===== src/rtl/mult_pkg.sv =====
// Shared constants and types for the unsigned array multiplier.
package mult_pkg;
  localparam int DEFAULT_WIDTH = 2;

  typedef logic [3:0] prod2_t;

  function automatic int prod_width(input int w);
    return 2 * w;
  endfunction
endpackage


===== src/rtl/mult_full_adder.sv =====
// One-bit full adder cell of the multiplier array.
// Latency: combinational. Backpressure: none.
module mult_full_adder (
  input  logic a,
  input  logic b,
  input  logic cin,
  output logic s,
  output logic cout
);
  assign s    = a ^ b ^ cin;
  assign cout = (a & b) | (cin & (a ^ b));
endmodule


===== src/rtl/multiplier_2bit.sv =====
// Unsigned WIDTH x WIDTH array multiplier, registered product; MULT_PIPE_EN adds a mid-array stage.
// Latency: 1 cycle (2 cycles with MULT_PIPE_EN).
// Backpressure: none, a new operand pair is accepted every cycle.
module multiplier_2bit
  import mult_pkg::*;
#(
  parameter int WIDTH = DEFAULT_WIDTH,
  parameter int PW    = prod_width(WIDTH)
) (
  input  logic             clk,
  input  logic             rst,
  input  logic             in_valid,
  input  logic [WIDTH-1:0] A,
  input  logic [WIDTH-1:0] B,
  output logic [PW-1:0]    P,
  output logic             out_valid
);
  // acc[i] is the running sum after row i; bit 0 is product bit i, the rest shifts into row i+1
  logic [WIDTH:0]   acc [WIDTH];
  logic [WIDTH-1:0] lo;
  logic [WIDTH-1:0] a_late;
  logic [WIDTH-2:0] b_late;
  logic [WIDTH-1:0] split_sum;
  logic [WIDTH-1:0] acc_hi;
  logic             vld_late;
  logic [PW-1:0]    prod;

  assign acc[0] = {1'b0, A & {WIDTH{B[0]}}};

`ifdef MULT_PIPE_EN
  localparam int SPLIT = (WIDTH + 1) / 2;
  logic [WIDTH-1:0] lo_q;

  always_ff @(posedge clk) begin
    if (rst) begin
      split_sum <= '0;
      lo_q      <= '0;
      a_late    <= '0;
      b_late    <= '0;
      vld_late  <= 1'b0;
    end else begin
      split_sum <= acc[SPLIT][WIDTH:1];
      lo_q      <= lo;
      a_late    <= A;
      b_late    <= B[WIDTH-1:1];
      vld_late  <= in_valid;
    end
  end

  // Product bits already settled before the split come from the stage register
  always_comb begin
    prod = {acc_hi, lo};
    for (int i = 0; i < WIDTH; i++) begin
      if (i <= SPLIT) prod[i] = lo_q[i];
    end
  end
`else
  localparam int SPLIT = 0;

  assign split_sum = acc[0][WIDTH:1];
  assign a_late    = A;
  assign b_late    = B[WIDTH-1:1];
  assign vld_late  = in_valid;
  assign prod      = {acc_hi, lo};
`endif

  for (genvar i = 1; i < WIDTH; i++) begin : g_row
    logic [WIDTH-1:0] pp;
    logic [WIDTH-1:0] sum_in;
    logic [WIDTH-1:0] s;
    logic [WIDTH:0]   c;

    if (i > SPLIT) begin : g_late
      assign pp = a_late & {WIDTH{b_late[i-1]}};
      if (i == SPLIT + 1) begin : g_first
        assign sum_in = split_sum;
      end else begin : g_next
        assign sum_in = acc[i-1][WIDTH:1];
      end
    end else begin : g_early
      assign pp     = A & {WIDTH{B[i]}};
      assign sum_in = acc[i-1][WIDTH:1];
    end

    assign c[0] = 1'b0;
    for (genvar j = 0; j < WIDTH; j++) begin : g_bit
      mult_full_adder u_fa (
        .a   (sum_in[j]),
        .b   (pp[j]),
        .cin (c[j]),
        .s   (s[j]),
        .cout(c[j+1])
      );
    end
    assign acc[i] = {c[WIDTH], s};
  end

  for (genvar i = 0; i < WIDTH; i++) begin : g_lo
    assign lo[i] = acc[i][0];
  end

  if (SPLIT >= WIDTH - 1) begin : g_hi_split
    assign acc_hi = split_sum;
  end else begin : g_hi_live
    assign acc_hi = acc[WIDTH-1][WIDTH:1];
  end

  always_ff @(posedge clk) begin
    if (rst) begin
      P         <= '0;
      out_valid <= 1'b0;
    end else begin
      P         <= prod;
      out_valid <= vld_late;
    end
  end
endmodule


===== config.mk =====
export PLATFORM = sky130hd
export DESIGN_NAME = multiplier_2bit
export DESIGN_NICKNAME = d
export VERILOG_FILES = /design/src/rtl/mult_pkg.sv /design/src/rtl/mult_full_adder.sv /design/src/rtl/multiplier_2bit.sv
export SDC_FILE = /design/constraint.sdc
export NUM_CORES = 1
export LEC_CHECK = 0
export CAP_MARGIN = 40
export CORE_AREA = 3 3 40 42
export CTS_BUF_LIST = sky130_fd_sc_hd__clkbuf_4 sky130_fd_sc_hd__clkbuf_8
export DETAILED_ROUTE_END_ITERATION = 12
export DIE_AREA = 0 0 43 45
export PLACE_DENSITY = 0.43
export REMOVE_ABC_BUFFERS = 1
export SYNTH_ARGS = -nofsm -noshare
export SYNTH_HDL_FRONTEND = slang
export SYNTH_HIERARCHICAL = 1
export SYNTH_SLANG_ARGS = --single-unit

===== constraint.sdc =====
create_clock -name clk -period 1.75 [get_ports clk]
set_input_delay 0.4375 -clock clk [delete_from_list [all_inputs] [get_ports clk]]
set_output_delay 0.4375 -clock clk [all_outputs]
set_load 0.01 [all_outputs]

==> out/metrics.yaml, run 1 <==
critical_path:
  cp_max_fo: 2
  crit_required_ns: 1.88
  crit_path_end_kind: "flip-flop"
  critPathKind: "input port to flip-flop"
  critPathArrivalTime_ns: 1.82
  start_kind: "input port"
clocking:
  cts_inserted_buffers: 3
  clockRootBuffer: "clkbuf_4"
  cts.clk_slew.worst_paths_ns: 0.04
  cts_tree: "done"
  cts-htree-levels: 1
  ctsHoldBuffers: 0
  cts_buffer_depth: 2
  cts_sinks: 5
layout:
  final_layout_size_suffix_gt1_share_pct: 37.5
  fill_cells: 139
  antenna_cells: 0
  nets: 42
  seq_area_sq_um: 100
  instances_no_fill: 47
  multi_input_area_sq_um: 119
  syn2layout_area_growth_pct: 79.5
  finish.instance_area_sq_um: 373
die:
  dieArea_sq_mm: 0.00194
  core_sq_mm: 0.00128
  start_util_pct: 16.2
  pin_count: 12
  num_rows: 13
  fp.dieH_um: 45
  fp.dieW_um: 43
logic_synthesis:
  synth.distinct_cells: 6
  syn-cell-area_sq_um: 208
  synth_compound_area_share_pct: 0
  synth-adder-area-share_pct: 19.3
  yosysWarnings: 6
  ys_seq_elements: 5
  synth_seq_area_share_pct: 48.2
  synth_cells: 16
  syn_area_per_cell_sq_um: 13.0
  synth-simple-area-share_pct: 30.7
  synth_xor_area_share_pct: 0
  synth_top_family_by_area: "simple AND/OR/NAND/NOR gates"
  synthMuxAreaShare_pct: 0
power_and_ir_drop:
  p_sw_uw: 63.4
  vdd_drop_max_v: 0.000184
  clockPowerShare_pct: 44.7
  power_density_mw_per_mm2: 867
  power.leakage_nw: 0.168
  p_seq_share_pct: 38.6
  p_comb_share_pct: 16.6
  internal-power_uw: 260
  power_uw: 323
  p_sw_share_pct: 19.6
timing:
  fin_crit_ns: 1.69
  fmax_mhz: 593
  slew_viol_final: 0
  finalSetupViolations: 0
  finalCritPeriodShare_pct: 96.4
  finalSetupTns_ns: 0
  setup_ws_ns: 0.0637
  rsz0062_at_grt: "no"
  hold_violations: 0
route:
  wl_per_cell_um: 7.79
  via_per_inst: 3.28
  routed_wl_um: 366
  firstDrtPassIters: 2
  postRouteAntennaNets: 0
  via_count: 154
  drcViolationCount: 0
  initialDrtViolationCount: 1
placed_design:
  dp_slack_ns: -0.452
  placed_cell_area_sq_um: 340
  dp_cells: 43
  portBuffers: 11
  gp_congestion: 0.616
min_path:
  holdPathStages: 2
  hold_path_class: "input port to flip-flop"
global_route:
  grt_first_pass_wirelength_um: 614
  antenna_found_initial: 0
  grt_pass1_vias: 147
  track_usage_pct: 4.76
  grt_max_degree: 6
  grt-ovfl-total: 0
outcome:
  run_status: "finished, final reports clean"
run:
  drv_cap: 0
power groups by stage:
| stage | clock [mW] | combinational [mW] | sequential, mW |
|---|---|---|---|
| 2_1_floorplan | 0 | 0.0166 | 0.132 |
| 3_3_place_gp | 0 | 0.0548 | 0.127 |
| 3_5_place_dp | 0 | 0.0549 | 0.127 |
| 4_1_cts | 0.153 | 0.0544 | 0.125 |
| 5_1_grt | 0.159 | 0.0601 | 0.126 |
| 6_report | 0.145 | 0.0538 | 0.125 |
timing repair:
action,4_1_cts,5_1_grt
gates resized for setup,7,0
setup buffers,0,0
setup endpoints to repair,2,0
cell usage after synthesis:
| master | n | area, sq um |
|---|---|---|
| conb_1 | 1 | 3.75 |
| and2_1 | 3 | 18.8 |
| dfxtp_1 | 5 | 100 |
| fa_1 | 2 | 40.0 |
| and3b_2 | 1 | 10.0 |
| and2b_2 | 4 | 35.0 |
sequential cells by signal (all words and copies together) (netlist names):
| name | cells |
|---|---|
| P | 4 |
| out_valid | 1 |
worst max-delay path: stages:
cell and delay [ns]:
dlygate4sd2_1 0.25, and2_4 0.16, fa_2 0.36, fa_1 0.42
and2b_2 0.19
final timing paths:
check,slack [ns],from,end
min,0.60,B[0],P[0]
max,0.06,A[0],P[2]
per-stage QoR:
stage	hold slack, ns	utilization (%)
2_1_floorplan	0.580	-
3_3_place_gp	1.05	26.5
3_5_place_dp	1.05	26.5
4_1_cts	0.597	29.0
5_1_grt	0.612	29.0
6_report	0.605	29.0
kinds of logic after synthesis:
family | Yosys count
other cells | 1
flops | 5
simple gates | 8
fa+ha+maj | 2
area by class of cell:
| class | instances | area share (%) |
|---|---|---|
| timing repair buffer | 11 | 28.2 |
| sequential | 5 | 26.8 |
| tap | 15 | 5.03 |
| clock buffer | 4 | 8.05 |
| multi-input combinational | 12 | 31.9 |
placed cells by master, fill, tap and decap left out, drive strengths merged:
master / instances
clkdlybuf4s50: 7
dfxtp: 5
and2b: 4
clkbuf: 4
dlygate4sd2: 4
and2: 3
conb: 2
fa: 2
and3b: 1
per-layer routing:
layer / up-vias / part of all wire, % / GRT usage, %
met5: - / 0 / 0
met3: 0 / 15 / 2.39
met2: 12 / 38 / 5.69
met1: 63 / 46 / 5.58
li1: 79 / - / -
met4: 0 / 0 / 5.42
Power figures use the tool's default switching activity.
==> run 2: changes to the inputs <==
- CAP_MARGIN: 40 -> default
- GPL_TIMING_DRIVEN: default -> 0
==> out/metrics.yaml, run 2 (synthesized netlist as in run 1, its figures left out) <==
route:
  drcViolationCount: 0  # unchanged
  postRouteAntennaNets: 0  # unchanged
  initialDrtViolationCount: 0  # -1
  via_count: 161  # +4.5%
  firstDrtPassIters: 1  # -1
  routed_wl_um: 372  # +1.6%
  wl_per_cell_um: 7.91  # +1.6%
  via_per_inst: 3.43  # +4.5%
outcome:
  run_status: "finished, final reports clean"
placed_design:
  portBuffers: 11  # unchanged
  gp_congestion: 0.613  # -0.58%
  dp_cells: 43  # unchanged
  dp_slack_ns: -0.459  # -0.00669 ns
timing:
  hold_violations: 0  # unchanged
  finalCritPeriodShare_pct: 95.9  # -0.43 points
  finalSetupViolations: 0  # unchanged
  slew_viol_final: 0  # unchanged
  setup_ws_ns: 0.0713  # +0.00761 ns
  rsz0062_at_grt: "no"
  finalSetupTns_ns: 0  # unchanged
  fin_crit_ns: 1.68  # -0.00761 ns
  fmax_mhz: 596  # +0.45%
layout:
  fill_cells: 140  # +0.72%
  final_cell_mix: "7 x clkdlybuf4s50_1, 5 x dfxtp_1, 4 x and2b_2, 4 x clkbuf_4, 4 x dlygate4sd2_1"
  instances_no_fill: 47  # unchanged
  syn2layout_area_growth_pct: 79.5  # unchanged
  final_common_cell: "clkdlybuf4s50_1"
  top_register: "P"
  antenna_cells: 0  # unchanged
  post-route-util_pct: 29.0  # unchanged
  nets: 42  # unchanged
  largest_register_ffs: 4  # unchanged
  final_layout_size_suffix_gt1_share_pct: 37.5  # unchanged
  reg_top3: "P (4), out_valid (1)"
power_and_ir_drop:
  p_comb_share_pct: 16.6  # about the same
  power.leakage_nw: 0.168  # unchanged
  p_seq_share_pct: 38.6  # about the same
  power_density_mw_per_mm2: 868  # about the same
  p_sw_uw: 63.5  # +0.18%
  vdd_drop_max_v: 0.000189  # +2.7%
  p_sw_share_pct: 19.6  # +0.022 points
  clockPowerShare_pct: 44.9  # +0.2 points
  internal-power_uw: 260  # about the same
global_route:
  grt_pass1_vias: 156  # +6.1%
  grt_first_pass_wirelength_um: 572  # -6.8%
  grt-ovfl-total: 0  # unchanged
  grt_max_degree: 6  # unchanged
  antenna_found_initial: 0  # unchanged
  track_usage_pct: 5.01  # +0.25 points
critical_path:
  cp_max_fo: 2  # unchanged
  critPathArrivalTime_ns: 1.81  # about the same
  crit_path_top_delay_cell: "fa_1"
  crit_chain: "dlygate4sd2_1 > and2_4 > fa_2 > fa_1 > and2b_2"
  critPathKind: "input port to flip-flop"
  start_kind: "input port"
  crit_path_end_kind: "flip-flop"
  crit_required_ns: 1.88  # about the same
  cpPeakStageDelay_ns: 0.42  # about the same
die:
  fp.dieW_um: 43  # unchanged
  num_rows: 13  # unchanged
  start_util_pct: 16.2  # unchanged
  core_sq_mm: 0.00128  # unchanged
  pin_count: 12  # unchanged
  fp.dieH_um: 45  # unchanged
  dieArea_sq_mm: 0.00194  # unchanged
clocking:
  ctsHoldBuffers: 0  # unchanged
  cts_setup_buffers: 0  # unchanged
  cts_inserted_buffers: 3  # unchanged
  cts_resized: 7  # unchanged
  cts_tree: "done"
  cts_sinks: 5  # unchanged
  clockRootBuffer: "clkbuf_4"
  cts_buffer_depth: 2  # unchanged
  cts.clk_slew.worst_paths_ns: 0.04  # about the same
  cts-htree-levels: 1  # unchanged
run:
  drv_cap: 0  # unchanged
min_path:
  hold_path_class: "input port to flip-flop"
==> run 2: cell counts in the layout (fill, tap and decap cells not counted) <==
Identical to the previous run, type by type.
==> run 2: metrics by stage <==
step	total power [mW]	cell area (sq um)	hold WS, ns
after floorplan	0.148	211	0.580
after global placement	0.181	340	1.05
after detailed placement	0.182	340	1.05
after CTS	0.334	373	0.597
after global routing	0.342	373	0.623
final	0.324	373	0.605
==> run 2: final cells by class <==
type                            count  area (sq um)  area share [%]
Tap cell                           15          18.8            5.03
Sequential cell                     5           100            26.8
Clock buffer                        4          30.0            8.05
Timing Repair Buffer               11           105            28.2
Multi-Input combinational cell     12           119            31.9
==> run 2: path summary, 6_finish.rpt <==
check,startpoint,end,slack (ns),depth (start not counted)
max,A[0],P[2],0.07,5
min,B[0],P[0],0.61,2
==> run 2: worst max-delay path, delay by kind of cell <==
kind / cells / cell delay [ns]
adders and majority gates: 2 / 0.78
and+or+nand+nor: 2 / 0.35
buffers and inverters: 1 / 0.24
==> run 2: power by group through the flow <==
stage                     clock network [mW]  logic [mW]  registers (mW)
after detailed placement                   0      0.0553           0.127
after floorplan                            0      0.0166           0.132
after CTS                              0.155      0.0547           0.125
final                                  0.145      0.0536           0.125
after global routing                   0.157      0.0594           0.125
after global placement                     0      0.0548           0.127
==> run 2: layer usage <==
metal | wire length [um] | share of wire (%) | GRT usage (%)
met1 | 139 | 37 | 3.88
met3 | 63 | 17 | 2.39
met4 | 18 | 4.8 | 9.04
met5 | 0 | 0 | 0
met2 | 150 | 40 | 6.89
